### src/rtl/rnn_input_feeder.sv
// rnn_input_feeder: input-side vector FIFO and launcher for the RNN core.
// Host vectors arrive over a valid/ready stream and are buffered. Once
// enough are buffered and the core is idle, a launch request ('ready')
// is raised. Each 'i_en' from the core pops the next vector into 'idata'.
// Optional feature macro: RNN_FEED_CNT_EN adds the 16-bit 'feed_cnt' port.
module rnn_input_feeder #(
  parameter int DEPTH       = 16,
  parameter int START_LEVEL = 1
) (
  input  logic                       clk,
  input  logic                       reset,
  input  logic                       s_valid,
  output logic                       s_ready,
  input  logic [31:0]                s_data,
  input  logic                       busy,
  input  logic                       i_en,
  output logic                       ready,
  output logic [31:0]                idata,
  output logic [$clog2(DEPTH):0]     level,
  output logic                       underflow
`ifdef RNN_FEED_CNT_EN
  ,
  output logic [15:0]                feed_cnt
`endif
);

  localparam int AW = $clog2(DEPTH);
  localparam int LW = AW + 1;

  typedef enum logic [1:0] {
    IDLE = 2'd0,
    ARM  = 2'd1,
    RUN  = 2'd2
  } state_t;

  state_t          r_state;
  logic            r_ready;
  logic [31:0]     r_idata;
  logic            r_underflow;
  logic [LW-1:0]   r_level;
  logic [AW-1:0]   r_wrPtr;
  logic [AW-1:0]   r_rdPtr;
  logic [31:0]     r_mem [DEPTH];

  logic            w_push;
  logic            w_pop;
  logic            w_active;
  logic            w_empty;
  logic            w_full;

  // Handshake and pop qualification; a pop never reads through an
  // empty FIFO, so a same-cycle push cannot bypass into idata.
  always_comb begin
    w_full   = (r_level == LW'(DEPTH));
    w_empty  = (r_level == '0);
    w_active = (r_state == ARM) || (r_state == RUN);
    w_push   = s_valid && !w_full;
    w_pop    = i_en && w_active && !w_empty;
  end

  assign s_ready   = !w_full;
  assign ready     = r_ready;
  assign idata     = r_idata;
  assign level     = r_level;
  assign underflow = r_underflow;

  // Storage array; stale contents are harmless because pointers reset.
  always_ff @(posedge clk) begin
    if (w_push) begin
      r_mem[r_wrPtr] <= s_data;
    end
  end

  // Pointers and occupancy; pointers wrap naturally at DEPTH.
  always_ff @(posedge clk or posedge reset) begin
    if (reset) begin
      r_wrPtr <= '0;
      r_rdPtr <= '0;
      r_level <= '0;
    end else begin
      if (w_push) begin
        r_wrPtr <= r_wrPtr + 1'b1;
      end
      if (w_pop) begin
        r_rdPtr <= r_rdPtr + 1'b1;
      end
      case ({w_push, w_pop})
        2'b10:   r_level <= r_level + 1'b1;
        2'b01:   r_level <= r_level - 1'b1;
        default: r_level <= r_level;
      endcase
    end
  end

  // Output vector register and sticky underflow flag.
  always_ff @(posedge clk or posedge reset) begin
    if (reset) begin
      r_idata     <= '0;
      r_underflow <= 1'b0;
    end else begin
      if (w_pop) begin
        r_idata <= r_mem[r_rdPtr];
      end
      if (i_en && w_active && w_empty) begin
        r_underflow <= 1'b1;
      end
    end
  end

  // Launch FSM with registered ready; RUN always returns through IDLE.
  always_ff @(posedge clk or posedge reset) begin
    if (reset) begin
      r_state <= IDLE;
      r_ready <= 1'b0;
    end else begin
      case (r_state)
        IDLE: begin
          if ((r_level >= LW'(START_LEVEL)) && !busy) begin
            r_state <= ARM;
            r_ready <= 1'b1;
          end
        end
        ARM: begin
          if (busy) begin
            r_state <= RUN;
            r_ready <= 1'b0;
          end
        end
        RUN: begin
          r_ready <= 1'b0;
          if (!busy) begin
            r_state <= IDLE;
          end
        end
        default: begin
          r_state <= IDLE;
          r_ready <= 1'b0;
        end
      endcase
    end
  end

`ifdef RNN_FEED_CNT_EN
  logic [15:0] r_feedCnt;

  // Count of vectors actually delivered; wraps at 16 bits.
  always_ff @(posedge clk or posedge reset) begin
    if (reset) begin
      r_feedCnt <= '0;
    end else if (w_pop) begin
      r_feedCnt <= r_feedCnt + 16'd1;
    end
  end

  assign feed_cnt = r_feedCnt;
`endif

endmodule

### config.mk
export PLATFORM = sky130hd
export DESIGN_NAME = rnn_input_feeder
export DESIGN_NICKNAME = d
export VERILOG_FILES = /design/src/rtl/rnn_input_feeder.sv
export SDC_FILE = /design/constraint.sdc
export NUM_CORES = 1
export LEC_CHECK = 0
export CAP_MARGIN = 5
export CORE_ASPECT_RATIO = 0.75
export CORE_MARGIN = 2
export CORE_UTILIZATION = 40
export DETAILED_ROUTE_END_ITERATION = 7
export DONT_BUFFER_PORTS = 1
export PLACE_DENSITY = 0.55
export SYNTH_ARGS = -nofsm -noshare
export SYNTH_HDL_FRONTEND = slang
export SYNTH_SLANG_ARGS = --single-unit
### constraint.sdc
create_clock -name clk -period 13.1 [get_ports clk]
set_clock_uncertainty 0.05 [all_clocks]
set_input_delay 2.62 -clock clk [delete_from_list [all_inputs] [get_ports clk]]
set_output_delay 2.62 -clock clk [all_outputs]
set_load 0.05 [all_outputs]
* Word-level counts from Yosys, hierarchy flattened
Memories as Yosys holds them, arrays and structs flattened. A register that Yosys moved wholly into a read port is not among the register bits.
Cells that the tools add are included.
** Word-level totals
- Memories :: 1
- Input bits :: 37
- Output and inout bits :: 40
- Logic and storage cells :: 44
- Register bits after elaboration :: 17
- RAM bits :: 512
** Cells by class
- Reductions and logical operators :: 14
- Equal/unequal tests :: 8
- Mux-type cells :: 10
- Order comparisons :: 1
- Add/sub/neg operators :: 4
** Memories
- r_mem :: words 16, width 32, read ports 1, clocked after Yosys merged registers in 1, wr ports 1, line 43 : logic [31:0] r_mem [DEPTH];
** Operators with widths (number)
- $pmux 5 s2 :: 1
- $add 4x1->4 const B :: 2
- $mux 2 :: 3
- $ne 2x2->1 const B :: 3
- $pmux 2 s3 :: 1
- $add 5x1->5 const B :: 1
- $eq 5x5->1 const B :: 1
- $ge 5x1->1 const B :: 1
- $logic_and 1x1->1 :: 5
- $logic_not 5->1 :: 1
- $sub 5x1->5 const B :: 1
- $eq 2x1->1 const B :: 2
- $eq 2x2->1 const B :: 2
- $mux 1 :: 4
- $logic_not 1->1 :: 3
- $reduce_and 3->1 :: 1
- $logic_not 2->1 :: 1
- $pmux 1 s2 :: 1
- $reduce_and 2->1 :: 1
- $reduce_bool 2->1 :: 1
- $logic_or 1x1->1 :: 1

* Depth between registers and ports, before layout
Gate-level depths: netlist of the first run.
- Depth in word-level cells :: 6
- Gate-level depth with buffers :: 12
- Gate-level depth less buffers :: 10

* Least setup slack after synthesis of the first run
OpenSTA, ideal clock, no wires.
- Kind :: in2reg
- Start :: input port s_valid
- End :: memory r_mem[1][0], enable pin
- Stages on the path :: 4
- Required time :: 12.549 ns
- Buffers on the path :: 1
- Library setup time :: 0.501 ns
- Path slack :: 6.421 ns
- Arrival :: 6.128 ns
- Cells stage by stage :: and2_1 clkbuf_1 inv_2 nor4_1
** On the way
- Cells in the longest elaborated chain, start to end :: 3
** RTL lines
- start: declaration :: line 12 : input logic s_valid,
- $logic_and 1x1->1 :: line 57 : w_push = s_valid && !w_full;
- $mux 1 :: line 69 : if (w_push) begin
- $mux 1 (implied by the code) :: line 70 : r_mem[r_wrPtr] <= s_data;
- end: declaration :: line 43
No other way between the ends.

* Worst setup path after layout of the first run
- Start :: register r_level[1], in the netlist level[1]
- End :: output port s_ready
** On the way
- Cells in the longest elaborated chain, start to end :: 2
** RTL lines
- start: declaration :: line 40 : logic [LW-1:0] r_level;
- start signal: assignment :: line 88 : 2'b10: r_level <= r_level + 1'b1;
- start signal: assignment :: line 89 : 2'b01: r_level <= r_level - 1'b1;
- start signal: assignment :: line 90 : default: r_level <= r_level;
- $eq 5x5->1 :: line 54 : w_full = (r_level == LW'(DEPTH));
- $logic_not 1->1 :: line 61 : assign s_ready = !w_full;
- end: declaration :: line 13 : output logic s_ready,
No other way between the ends.

==> impl_metrics.json, run 1 <==
{
  "worst_pin_slew_ps": 1100,
  "synth_edf_count": 512,
  "cts_tree": "built",
  "postCtsHoldBufs": 0,
  "slowest_stage": "dfrtp_1",
  "cts_buffer_depth": 3,
  "synth.area.top_cells": "edfxtp_1, mux4_2, dfrtp_1",
  "grt_max_degree": 87,
  "maxSlewHeadroom_pct": 26.6,
  "ctsResizeCount": 0,
  "ys.warnings.count": 0,
  "initial_core_util_pct": 40.6,
  "async_reset_ff_share_pct": 8.73,
  "post_cts_buffers": 0,
  "setup_viol": 0,
  "grt_pass1_vias": 10200,
  "rows": 73,
  "dp.final_hpwl_um": 24900,
  "io_buffers": 0,
  "cts_root_buf": "clkbuf_16",
  "crit_chain": "inv_1, ha_1, nand4bb_1",
  "setup_ws_ps": 8220,
  "area_growth_pct": 12.3,
  "peakVddDrop_mv": 0.162,
  "setup_tns_ps": 0,
  "fmax_mhz": 205,
  "pre_cts_slack_ps": 7710,
  "yosys_register_bits": 561,
  "hold_viol_final": 0,
  "maxSlewViolCount": 0,
  "syn_area_per_cell_um2": 21.9,
  "num-nets-final": 1068,
  "fin_cells": 1775,
  "cts_htree_levels": 2,
  "drc_errors": 0,
  "synthDominantCellAreaShare_pct": 71.1,
  "min_path_type": "flip-flop to flip-flop",
  "clock-sinks": 561,
  "dieHeight_um": 205,
  "clock_latency_ps": 600,
  "synth_largest_area_cell": "edfxtp_1",
  "cap_violations": 0,
  "wl_um": 48500,
  "hold_depth": 1,
  "synth_cells": 989,
  "synth-main-ff-cell": "edfxtp_1",
  "syn_nets": 1040,
  "crit_type": "flip-flop to output port",
  "worstPathMaxFanout": 6,
  "yosysMostFrequentCell": "edfxtp_1",
  "crit_cells": 3,
  "overflow": 0,
  "multi_input_area_mm2": 0.00475,
  "synth_cell_type_count": 41,
  "arrival_ps": 2210,
  "io_pins": 77,
  "fill_cells": 4409,
  "num_antenna_cells": 0,
  "synthTopCellsByCount": "edfxtp_1, mux4_2, dfrtp_1",
  "clkSlewWorstSetupHoldPaths_ps": 60,
  "die-area_mm2": 0.0560,
  "place_congestion": 0.716,
  "fin_crit_ps": 4880,
  "final_antenna_net_count": 0,
  "fp.dieW_um": 273,
  "p_leak_nw": 7.73,
  "worst-path-buf-inv": 1,
  "slowest_delay_ps": 750,
  "synth_area_mm2": 0.0216,
  "viasPerCell": 5.54,
  "dr_total_vias": 9828,
  "critPathCaptureType": "output port",
  "place_inst": 1673,
  "grt_pass1_wl_um": 71000,
  "numCtsBuffers": 54,
  "grtUsageTotal_pct": 17.7,
  "rsz0062_at_grt": "false",
  "path_delay_family": "flip-flops",
  "seq_area_mm2": 0.0166,
  "post-route-period-util_pct": 37.2,
  "p_per_area_mw_per_mm2": 220,
  "wl_per_cell_um": 27.3,
  "antenna_found_initial": 0,
  "critical_path_required_ps": 10430,
  "reg2reg_depth": 8,
  "worst_setup_path_start_kind": "flip-flop",
  "drive_above_1_share_pct": 25.9,
  "dr.first_iter.drc_count": 797,
  "final_cell_area_mm2": 0.0243,
  "yosysSeqAreaShare_pct": 76.8,
  "core_mm2": 0.0532,
  "detailedRoute.firstPassIterationCount": 5,
  "status": "finished, final reports clean",
  "place_area_mm2": 0.0225
}
[power by group]
part | switching, mW | internal [mW]
combinational | 0.641 | 0.559
sequential | 0.402 | 2.19
clock | 0.663 | 0.880
total | 1.71 | 3.63
[path summary, 6_finish.rpt]
kind	slack, ps	endpoint	from
max	8220	s_ready	level[1]
min	490	r_state[1]	r_state[1]
max reg2reg	9050	r_mem[6][16]	level[1]
min reg2reg	490	r_state[1]	r_state[1]
max in group asynchronous	10240	r_rdPtr[1]	reset
min in group asynchronous	2070	idata[28]	reset
[layout by cell type (no fill, tap or decap), types with 26 or more instances in the layout]
master | netlist | final
clkbuf_16 | 0 | 54
buf_4 | 5 | 26
nand2_1 | 29 | 29
mux4_2 | 128 | 128
edfxtp_1 | 512 | 512
mux2i_1 | 47 | 47
dfrtp_1 | 49 | 45
[final cells by class]
type / instances / share of cell area (%)
Sequential cell: 561 / 68.4
Inverter: 13 / 0.201
Timing Repair Buffer: 27 / 0.886
Clock buffer: 79 / 6.36
Tap cell: 712 / 3.67
Clock inverter: 23 / 0.901
Multi-Input combinational cell: 360 / 19.6
[kinds of logic (layout without fill, tap and decap cells)]
family / count (synthesis) / count (layout) / synth area share [%]
AND/OR/NAND/NOR: 100 / 100 / 2.56
XOR/XNOR: 10 / 10 / 0.405
flip-flops: 561 / 561 / 76.8
adder cells (fa/ha/maj): 14 / 14 / 0.810
multiplexers: 177 / 177 / 15.6
buffers and inverters: 68 / 142 / 1.58
AO/OA/AOI/OAI: 59 / 59 / 2.28
[metal layers]
layer	global-route usage, %	vias to the layer above	wire length, µm
met5	0	-	0
met4	4.59	0	901
met3	3.69	65	3010
met2	27.0	288	22000
met1	26.1	5301	22500
li1	-	4174	-
[stage by stage]
| step | utilization, % | hold slack [ps] | power, mW |
|---|---|---|---|
| 2_1_floorplan | - | 456 | 3.48 |
| 5_1_grt | 45.6 | 521 | 5.58 |
| 3_3_place_gp | 42.3 | 469 | 3.85 |
| 3_5_place_dp | 42.3 | 483 | 3.86 |
| 4_1_cts | 45.6 | 496 | 5.41 |
| 6_report | 45.6 | 493 | 5.34 |
[registers in the layout, summed over array words and instances (netlist names)]
| name | count |
|---|---|
| idata | 32 |
| r_rdPtr | 4 |
| underflow | 1 |
| level | 5 |
| r_mem | 512 |
| r_state | 2 |
| ready | 1 |
| r_wrPtr | 4 |
Power figures use the tool's default switching activity.
==> inputs of run 2 (changes only) <==
==> constraint.sdc (replaced) <==
create_clock -name clk -period 4.94 [get_ports clk]
set_clock_uncertainty 0.05 [all_clocks]
set_input_delay 0.988 -clock clk [delete_from_list [all_inputs] [get_ports clk]]
set_output_delay 0.988 -clock clk [all_outputs]
set_load 0.05 [all_outputs]
==> run 2 against run 1 <==
Compared with the run above:
- critical path depth rose by 5
- clock-buffer cell count did not move
- power rose to 2.7 times the previous value
- sequential cell count did not move
- routed wire length rose by 0.41%
- final area rose by 0.49%
- clock power rose to 2.7 times the previous value
- sequential power rose to 2.7 times the previous value
- critical endpoint is now r_mem[10][8]
- largest cell class unchanged
- largest power group unchanged
==> impl_metrics.json, run 2 (same netlist as run 1, synthesis figures left out) <==
{
  "status": "finished, final reports clean",
  "antenna_found_initial": 1,
  "cts_root_buf": "clkbuf_16",
  "ctsResizeCount": 0,
  "dieHeight_um": 205,
  "initial_core_util_pct": 40.6,
  "setup_tns_ps": 0,
  "core_mm2": 0.0532,
  "grt_pass1_vias": 10100,
  "num_antenna_cells": 0,
  "cts_htree_levels": 2,
  "io_pins": 77,
  "area_growth_pct": 12.8,
  "cts_tree": "built",
  "setup_viol": 0,
  "layout_common_cells": "edfxtp_1, mux4_2, clkbuf_16",
  "post-route-period-util_pct": 79.2,
  "maxSlewHeadroom_pct": 29.8,
  "p_per_area_mw_per_mm2": 586,
  "place_congestion": 0.773,
  "post_cts_buffers": 0,
  "grtUsageTotal_pct": 17.8,
  "fin_crit_ps": 3910,
  "final_antenna_net_count": 0,
  "crit_type": "flip-flop to flip-flop",
  "detailedRoute.firstPassIterationCount": 5,
  "dr.first_iter.drc_count": 888,
  "setup_ws_ps": 1030,
  "numCtsBuffers": 54,
  "seq_area_mm2": 0.0166,
  "power_mw": 14.3,
  "dr_total_vias": 9837,
  "postCtsHoldBufs": 0,
  "overflow": 0,
  "fmax_mhz": 255,
  "die-area_mm2": 0.0560,
  "worst_setup_path_start_kind": "flip-flop",
  "place_inst": 1681,
  "clock-sinks": 561,
  "regMostFlops": "r_mem",
  "dp.final_hpwl_um": 28800,
  "layout_commonest_cell": "edfxtp_1",
  "clock_latency_ps": 610,
  "finalCoreUtilization_pct": 45.8,
  "clkSlewWorstSetupHoldPaths_ps": 60,
  "cap_violations": 0,
  "hold_viol_final": 0,
  "peakVddDrop_mv": 0.272,
  "cts_buffer_depth": 3,
  "fill_cells": 4374,
  "num-nets-final": 1076,
  "wl_um": 48700,
  "drive_above_1_share_pct": 26.2,
  "p_leak_nw": 7.79,
  "grt_max_degree": 50,
  "maxSlewViolCount": 0,
  "rows": 73,
  "worstPathMaxFanout": 17,
  "grt_pass1_wl_um": 71800,
  "io_buffers": 0,
  "wl_per_cell_um": 27.3,
  "arrival_ps": 4140,
  "pre_cts_slack_ps": 995,
  "fin_cells": 1782,
  "min_path_type": "primary input to async pin",
  "critPathCaptureType": "flip-flop",
  "viasPerCell": 5.52,
  "drc_errors": 0,
  "largest_register_ffs": 512,
  "multi_input_area_mm2": 0.00475,
  "rsz0062_at_grt": "false",
  "worst_pin_slew_ps": 1050,
  "fp.dieW_um": 273,
  "critical_path_required_ps": 5170
}
run 2: changes by cell type in the layout (fill, tap and decap cells not counted), moves of 2 or more:
cell / change
clkinv_1: -2
buf_12: +3
clkbuf_1: +4
buf_4: +5
clkinvlp_4: -2
clkbuf_8: -4
inv_6: -3
bufinv_16: +2
run 2: worst paths after layout:
kind	startpoint	end	slack, ps	cells past startpoint
max	level[0]	r_mem[10][8]	1030	8
min	reset	idata[18]	310	1
max reg2reg	level[0]	r_mem[10][8]	1030	8
min reg2reg	r_state[1]	r_state[1]	510	1
max in group asynchronous	reset	r_rdPtr[2]	3610	2
min in group clk	s_data[1]	r_mem[0][1]	420	0
run 2: per-layer routing:
metal  vias to the layer above  track usage [%]  wire length, µm
met5                         -                0                0
met4                         0             4.20              810
met3                        66             3.44             2840
met2                       260             27.1            22300
met1                      5315             26.5            22700
li1                       4196                -                -
run 2: per-stage QoR:
stage | instance area, µm² | hold WS, ps
final | 24400 | 305
after global routing | 24400 | 319
after floorplan | 21600 | 456
after global placement | 22600 | 475
after detailed placement | 22600 | 488
after CTS | 24400 | 306
run 2: where the power goes:
group | internal [mW] | switching, mW | total (mW)
logic | 1.52 | 1.63 | 3.15
clock network | 2.39 | 1.77 | 4.16
registers | 5.81 | 1.17 | 6.98
run 2: critical path, stage by stage, from the launching register on:
cell	delay, ps
dfrtp_1	750
inv_1	140
ha_1	240
nand4bb_1	470
and2_1	450
inv_2	170
nor3b_1	380
and2_2	550
buf_4	370
run 2: layout make-up:
class,count,share of cell area (%)
Multi-Input combinational cell,360,19.5
Sequential cell,561,68.1
Timing Repair Buffer,35,1.28
Clock buffer,79,6.17
Inverter,13,0.200
Tap cell,712,3.65
Clock inverter,22,1.15
